## src/rtl/bmc_pkg.sv

```systemverilog
// Shared types and default sizing for the factoring-checker labs.
package bmc_pkg;

  // Accumulator direction, sampled with each accepted operand pair.
  typedef enum logic {
    MODE_ADD = 1'b0,
    MODE_SUB = 1'b1
  } mode_e;

  localparam int DEF_W     = 64;
  localparam int DEF_DEPTH = 8;

endpackage

```

## src/rtl/factor_table.sv

```systemverilog
// DEPTH x 2W target register file: one write port, one combinational read port.
// Kept in flops (not block RAM) because it needs a synchronous clear and an
// asynchronous read driven by the current walk index.
module factor_table
  import bmc_pkg::*;
#(
  parameter int W     = DEF_W,
  parameter int DEPTH = DEF_DEPTH,
  parameter int IW    = $clog2(DEPTH)
) (
  input  logic            clk,
  input  logic            rst,
  input  logic            we,
  input  logic [IW-1:0]   waddr,
  input  logic [2*W-1:0]  wdata,
  input  logic [IW-1:0]   raddr,
  output logic [2*W-1:0]  rdata
);

  logic [2*W-1:0] entry_q [DEPTH];
  logic [2*W-1:0] entry_d [DEPTH];

  generate
    for (genvar gi = 0; gi < DEPTH; gi++) begin : g_entry
      // Load the entry when the write strobe addresses it, otherwise hold.
      always_comb begin
        entry_d[gi] = entry_q[gi];
        if (we && (waddr == IW'(gi))) begin
          entry_d[gi] = wdata;
        end
      end

      // Entry register; a cleared entry is zero, which can never match.
      always_ff @(posedge clk) begin
        if (!rst) begin
          entry_q[gi] <= '0;
        end else begin
          entry_q[gi] <= entry_d[gi];
        end
      end
    end
  endgenerate

  assign rdata = entry_q[raddr];

endmodule

```

## config.mk

```make
export PLATFORM = sky130hd
export DESIGN_NAME = factor_table
export DESIGN_NICKNAME = d
export VERILOG_FILES = /design/src/rtl/bmc_pkg.sv /design/src/rtl/factor_table.sv
export SDC_FILE = /design/constraint.sdc
export NUM_CORES = 1
export LEC_CHECK = 0
export ABC_AREA = 0
export BUFFER_PORTS_ARGS = -buffer_cell sky130_fd_sc_hd__buf_2
export CAP_MARGIN = 25
export CORE_MARGIN = 5
export CORE_UTILIZATION = 55
export DETAILED_ROUTE_END_ITERATION = 8
export HOLD_SLACK_MARGIN = 0.05
export PLACE_DENSITY = 0.82
export SETUP_SLACK_MARGIN = 0.3
export SKIP_LAST_GASP = 1
export SLEW_MARGIN = 5
export SYNTH_ARGS = -nofsm -noshare
export SYNTH_HDL_FRONTEND = slang
export SYNTH_SLANG_ARGS = --single-unit
```

## constraint.sdc

```tcl
create_clock -name clk -period 27.8 [get_ports clk]
set_clock_uncertainty 0.15 [all_clocks]
set_input_delay 1.39 -clock clk [delete_from_list [all_inputs] [get_ports clk]]
set_output_delay 1.39 -clock clk [all_outputs]
set_load 0.02 [all_outputs]
```

# Word level (Yosys, flattened, before mapping)
# Memory sizes are Yosys's and may differ from the RTL's.
# Cells that the tools add are included.
[word_totals]
regBits = 0
mem_bits_rw = 1024
out_inout_bits = 128
wordCells = 59
mem_count = 1
[mem_list]
columns = ["name", "words", "width", "read_ports", "rd_ports_with_merged_regs", "write_ports", "line", "rtl"]
rows = [
  ["entry_q", 8, 128, 1, 0, 8, "factor_table.sv:20", "logic [2*W-1:0] entry_q [DEPTH];"],
]
[op_classes]
eq_ne = 15
mux = 18
bitwise_logic = 8
reduce_logical = 17
[ops]
columns = ["operator", "count"]
rows = [
  ["128-bit 2-to-1 mux", 16],
  ["2-bit AND reduction", 8],
  ["3-bit equality test (second input constant)", 4],
  ["1-bit logical AND", 8],
  ["1-bit != test (second input constant)", 8],
  ["1-bit bitwise OR", 8],
  ["3-bit by 2-bit equality test with 1-bit output (second input constant)", 2],
  ["3-bit by 1-bit equality test with 1-bit output (second input constant)", 1],
  ["3-bit logical NOT", 1],
  ["1-bit 2-to-1 mux", 2],
]

# Depth between registers and ports, before layout
[depth]
depth_word = 5
depth_mapped = 6
ltp_nobuf = 2

# Worst setup path after synthesis
# Ideal clock, no wire load.
[synth_timing]
kind = "input-to-reg"
startpoint = "in waddr[1]"
endpoint = "mem entry_q[0][0] (netlist bit), enable pin"
setup_ns = 0.792
arrival_time_ns = 10.983
slack_ns = 15.875
cell_stages = 4
path_buffers = 2
path_cell_list = "or2_2 -> clkbuf_1 -> clkbuf_1 -> o21ai_0"
[synth_rtl]
columns = ["element", "line", "rtl"]
rows = [
  ["from (decl)", "factor_table.sv:14", "input logic [IW-1:0] waddr,"],
  ["to (decl)", "factor_table.sv:20", ""],
]

# Final worst setup path
[layout_timing]
startpoint = "in raddr[0]"
endpoint = "out rdata[53]"
[layout_between]
elab_chain_len = 1
[layout_rtl]
columns = ["element", "line", "rtl"]
rows = [
  ["from (decl)", "factor_table.sv:16", "input logic [IW-1:0] raddr,"],
  ["memory read 8 x 128 bit", "--", ""],
  ["to (decl)", "factor_table.sv:17", "output logic [2*W-1:0] rdata"],
]
# Every way passes these cells.

==> qor.txt <==
maximum number of pins on one net before global-route repair -> 194
post-synthesis area per instance -> 15.8 um2
combinational group share of total power -> 10.2%
worst path required time -> 26.26 ns
worst slew margin relative to its limit -> 25.3%
count of buffers added by post-CTS timing repair for setup -> 0
layout cell share with drive strength beyond 1 -> 25.2%
final routed wirelength across all metal layers -> 109,000 um
height of the die -> 298 um
Max VDD drop -> 0.0611 mV
final total negative setup slack -> 0 ns
clock slew seen by the registers of the worst setup and hold paths -> 0.06 ns
number of instances in the synthesized netlist -> 2,876
antenna violations before repair -> 4
outcome -> finished clean
final weighted congestion in routability-driven placement -> 0.714
Hold/Removal Path Class -> in2reg
crit-path max cell delay -> 0.83 ns
number of nets in the synthesized netlist -> 3,013
Die Wd -> 298 um
clock power share -> 37.5%
CP startpoint kind -> input pin
Max Slew Vio Count -> 0
Remaining DRCs -> 0
final worst path period share -> 22.4%
register containing the most flip-flops in the final layout -> entry_q
family with the most delay on the worst path -> buffers and inverters
number of warnings printed during yosys synthesis -> 0
root buffer cell -> sky130_fd_sc_hd__clkbuf_16
sequential cell area fraction in the yosys report -> 67.6%
number of flip-flops in the largest register -> 1,024
first drt pass iteration count -> 6
Site Rows -> 105
CTS tree -> yes
routed via count divided by cell count -> 6.51
Tmin final -> 6.24 ns
relative area change from synthesis to final layout -> 10.8%
routed vias -> 26.9k
initial standard-cell utilization of the core -> 55.4%
routed wirelength normalized by instance count -> 26.3 um
number of failing setup endpoints in the final timing report -> 0
overall routing resource usage -> 24.5%
Net Sw Frac -> 23.8%
number of global-route vias before repair -> 27.8k
Hold Slack -> 1.05 ns
Placed Area -> 47,200 um2
Die Outline Area -> 88,600 um2
unrepaired setup endpoints after global routing -> false
number of sinks on the clock net -> 1,024
worst path bufs/invs -> 4
overflow left after global routing -> 0
boundary pin count -> 265
number of max-cap violations -> 0
CP Class -> in2out
Syn Std Cell Area -> 45,500 um2
slew at the pin closest to its max-slew limit -> 1.12 ns
arrival time reported for the critical path endpoint -> 4.70 ns
power density relative to cell area -> 69.4 nW/um2
total number of H-tree levels -> 3
maximum count of clock buffers along a single path -> 3
critical path cell sequence -> buf_8, buf_4, buf_12, mux4_1, mux2_2, buf_2
Port Buf Inserts -> 264
Layout fillers -> 5,797
cell type of the slowest stage on the worst timing path -> sky130_fd_sc_hd__buf_4
hold bufs inserted after CTS -> 0
HPWL after DPL -> 53,000 um
Internal Dissipation -> 2.67 mW
static leakage power -> 16.0 nW
sequential cell fraction of total power -> 52.2%
area of the core -> 82,100 um2
Crit. End Element -> output pin
Num CTS Buffers -> 102
number of gates resized after CTS -> 0
Crit Path Max Fanout -> 100
NumNets Final -> 3,125
top flop regs -> entry_q (1024)
flop and latch count out of synthesis -> 1,024
count of different cell masters after synthesis -> 21
net switching power -> 834 uW
wire length of the first global-routing pass -> 169,000 um
Iteration-0 DRC Markers -> 2,986
max frequency -> 0.160 GHz
count of final hold-check violations -> 0
post-route cell area -> 50,400 um2
post-route ant nets -> 0
==> cell families (layout without fill, tap and decap cells) <==
family | count (synthesis) | count (layout) | share of synthesized area (%)
mux | 384 | 384 | 16.4
flops | 1024 | 1024 | 67.6
buf+inv | 428 | 617 | 4.53
simple gates | 1032 | 1032 | 11.4
compound gates | 8 | 8 | 0.0880
other cells | 0 | 3 | 0
==> path summary, 6_finish.rpt <==
check / start / to / cells after the start
worst min-delay path: wdata[60] / entry_q[5][60]$_SDFFCE_PN0P_ / 3
worst max-delay path: raddr[0] / rdata[53] / 6
==> power by group through the flow <==
| stage | logic [mW] | registers (mW) | clock network [mW] |
|---|---|---|---|
| floorplan | 0.245 | 1.88 | 0 |
| global route | 0.380 | 1.84 | 1.40 |
| CTS | 0.360 | 1.83 | 1.33 |
| finish | 0.359 | 1.83 | 1.31 |
| global placement | 0.354 | 1.85 | 0 |
| detailed placement | 0.358 | 1.86 | 0 |
==> layer usage <==
metal,wire length (um),track usage [%],vias to the layer above
li1,-,-,11700
met1,42100,35.0,13600
met2,53800,39.3,1423
met3,10300,4.72,200
met4,2800,7.04,2
met5,13,0,-
==> area by class of cell <==
type / count / area, um2 / area share (%)
clock inverter: 57 / 507 / 1.01
clock buffer: 124 / 2660 / 5.27
inverter: 128 / 480 / 0.953
antenna: 3 / 7.51 / 0.0149
multi-input combinational: 1424 / 12800 / 25.4
timing repair buffer: 308 / 1850 / 3.67
sequential: 1024 / 30700 / 61.0
tap: 1070 / 1340 / 2.66
==> synthesized netlist by cell type <==
| library cell | count | area (um2) |
|---|---|---|
| sky130_fd_sc_hd__edfxtp_1 | 1024 | 30700 |
| sky130_fd_sc_hd__nor3_1 | 1024 | 5120 |
| sky130_fd_sc_hd__clkbuf_1 | 226 | 848 |
| sky130_fd_sc_hd__mux4_2 | 184 | 4140 |
| sky130_fd_sc_hd__clkinv_1 | 128 | 480 |
| sky130_fd_sc_hd__mux2_2 | 128 | 1440 |
| sky130_fd_sc_hd__mux4_1 | 72 | 1890 |
| sky130_fd_sc_hd__buf_8 | 19 | 285 |
| sky130_fd_sc_hd__buf_2 | 16 | 80.1 |
| sky130_fd_sc_hd__buf_1 | 15 | 56.3 |
| sky130_fd_sc_hd__clkbuf_8 | 13 | 179 |
| sky130_fd_sc_hd__o21ai_0 | 8 | 40.0 |
| sky130_fd_sc_hd__buf_6 | 7 | 78.8 |
| sky130_fd_sc_hd__nand2b_1 | 3 | 18.8 |
| sky130_fd_sc_hd__buf_12 | 2 | 40.0 |
| sky130_fd_sc_hd__nand2_1 | 2 | 7.51 |
| sky130_fd_sc_hd__buf_4 | 1 | 7.51 |
| sky130_fd_sc_hd__clkbuf_4 | 1 | 7.51 |
| sky130_fd_sc_hd__nand3_1 | 1 | 5.00 |
| sky130_fd_sc_hd__nand3b_1 | 1 | 7.51 |
| sky130_fd_sc_hd__or2_2 | 1 | 6.26 |
==> placed cells by master, fill, tap and decap left out, types with 21 or more instances in the layout <==
cell / n
sky130_fd_sc_hd__edfxtp_1: 1024
sky130_fd_sc_hd__mux4_2: 184
sky130_fd_sc_hd__clkbuf_16: 103
sky130_fd_sc_hd__mux4_1: 72
sky130_fd_sc_hd__clkinv_1: 149
sky130_fd_sc_hd__buf_4: 32
sky130_fd_sc_hd__nor3_1: 1024
sky130_fd_sc_hd__buf_2: 261
sky130_fd_sc_hd__mux2_2: 128
sky130_fd_sc_hd__clkbuf_1: 21
==> per-stage QoR <==
step | power [mW] | cells | util (%) | setup WS [ns]
after floorplan | 2.12 | 2876 | - | 15.87
after global placement | 2.21 | 3951 | 57.4 | 21.50
after detailed placement | 2.22 | 3952 | 57.5 | 21.46
after CTS | 3.52 | 4133 | 61.3 | 21.44
after global routing | 3.61 | 4137 | 61.4 | 21.21
final | 3.50 | 4138 | 61.4 | 21.56
Power figures use the tool's default switching activity.
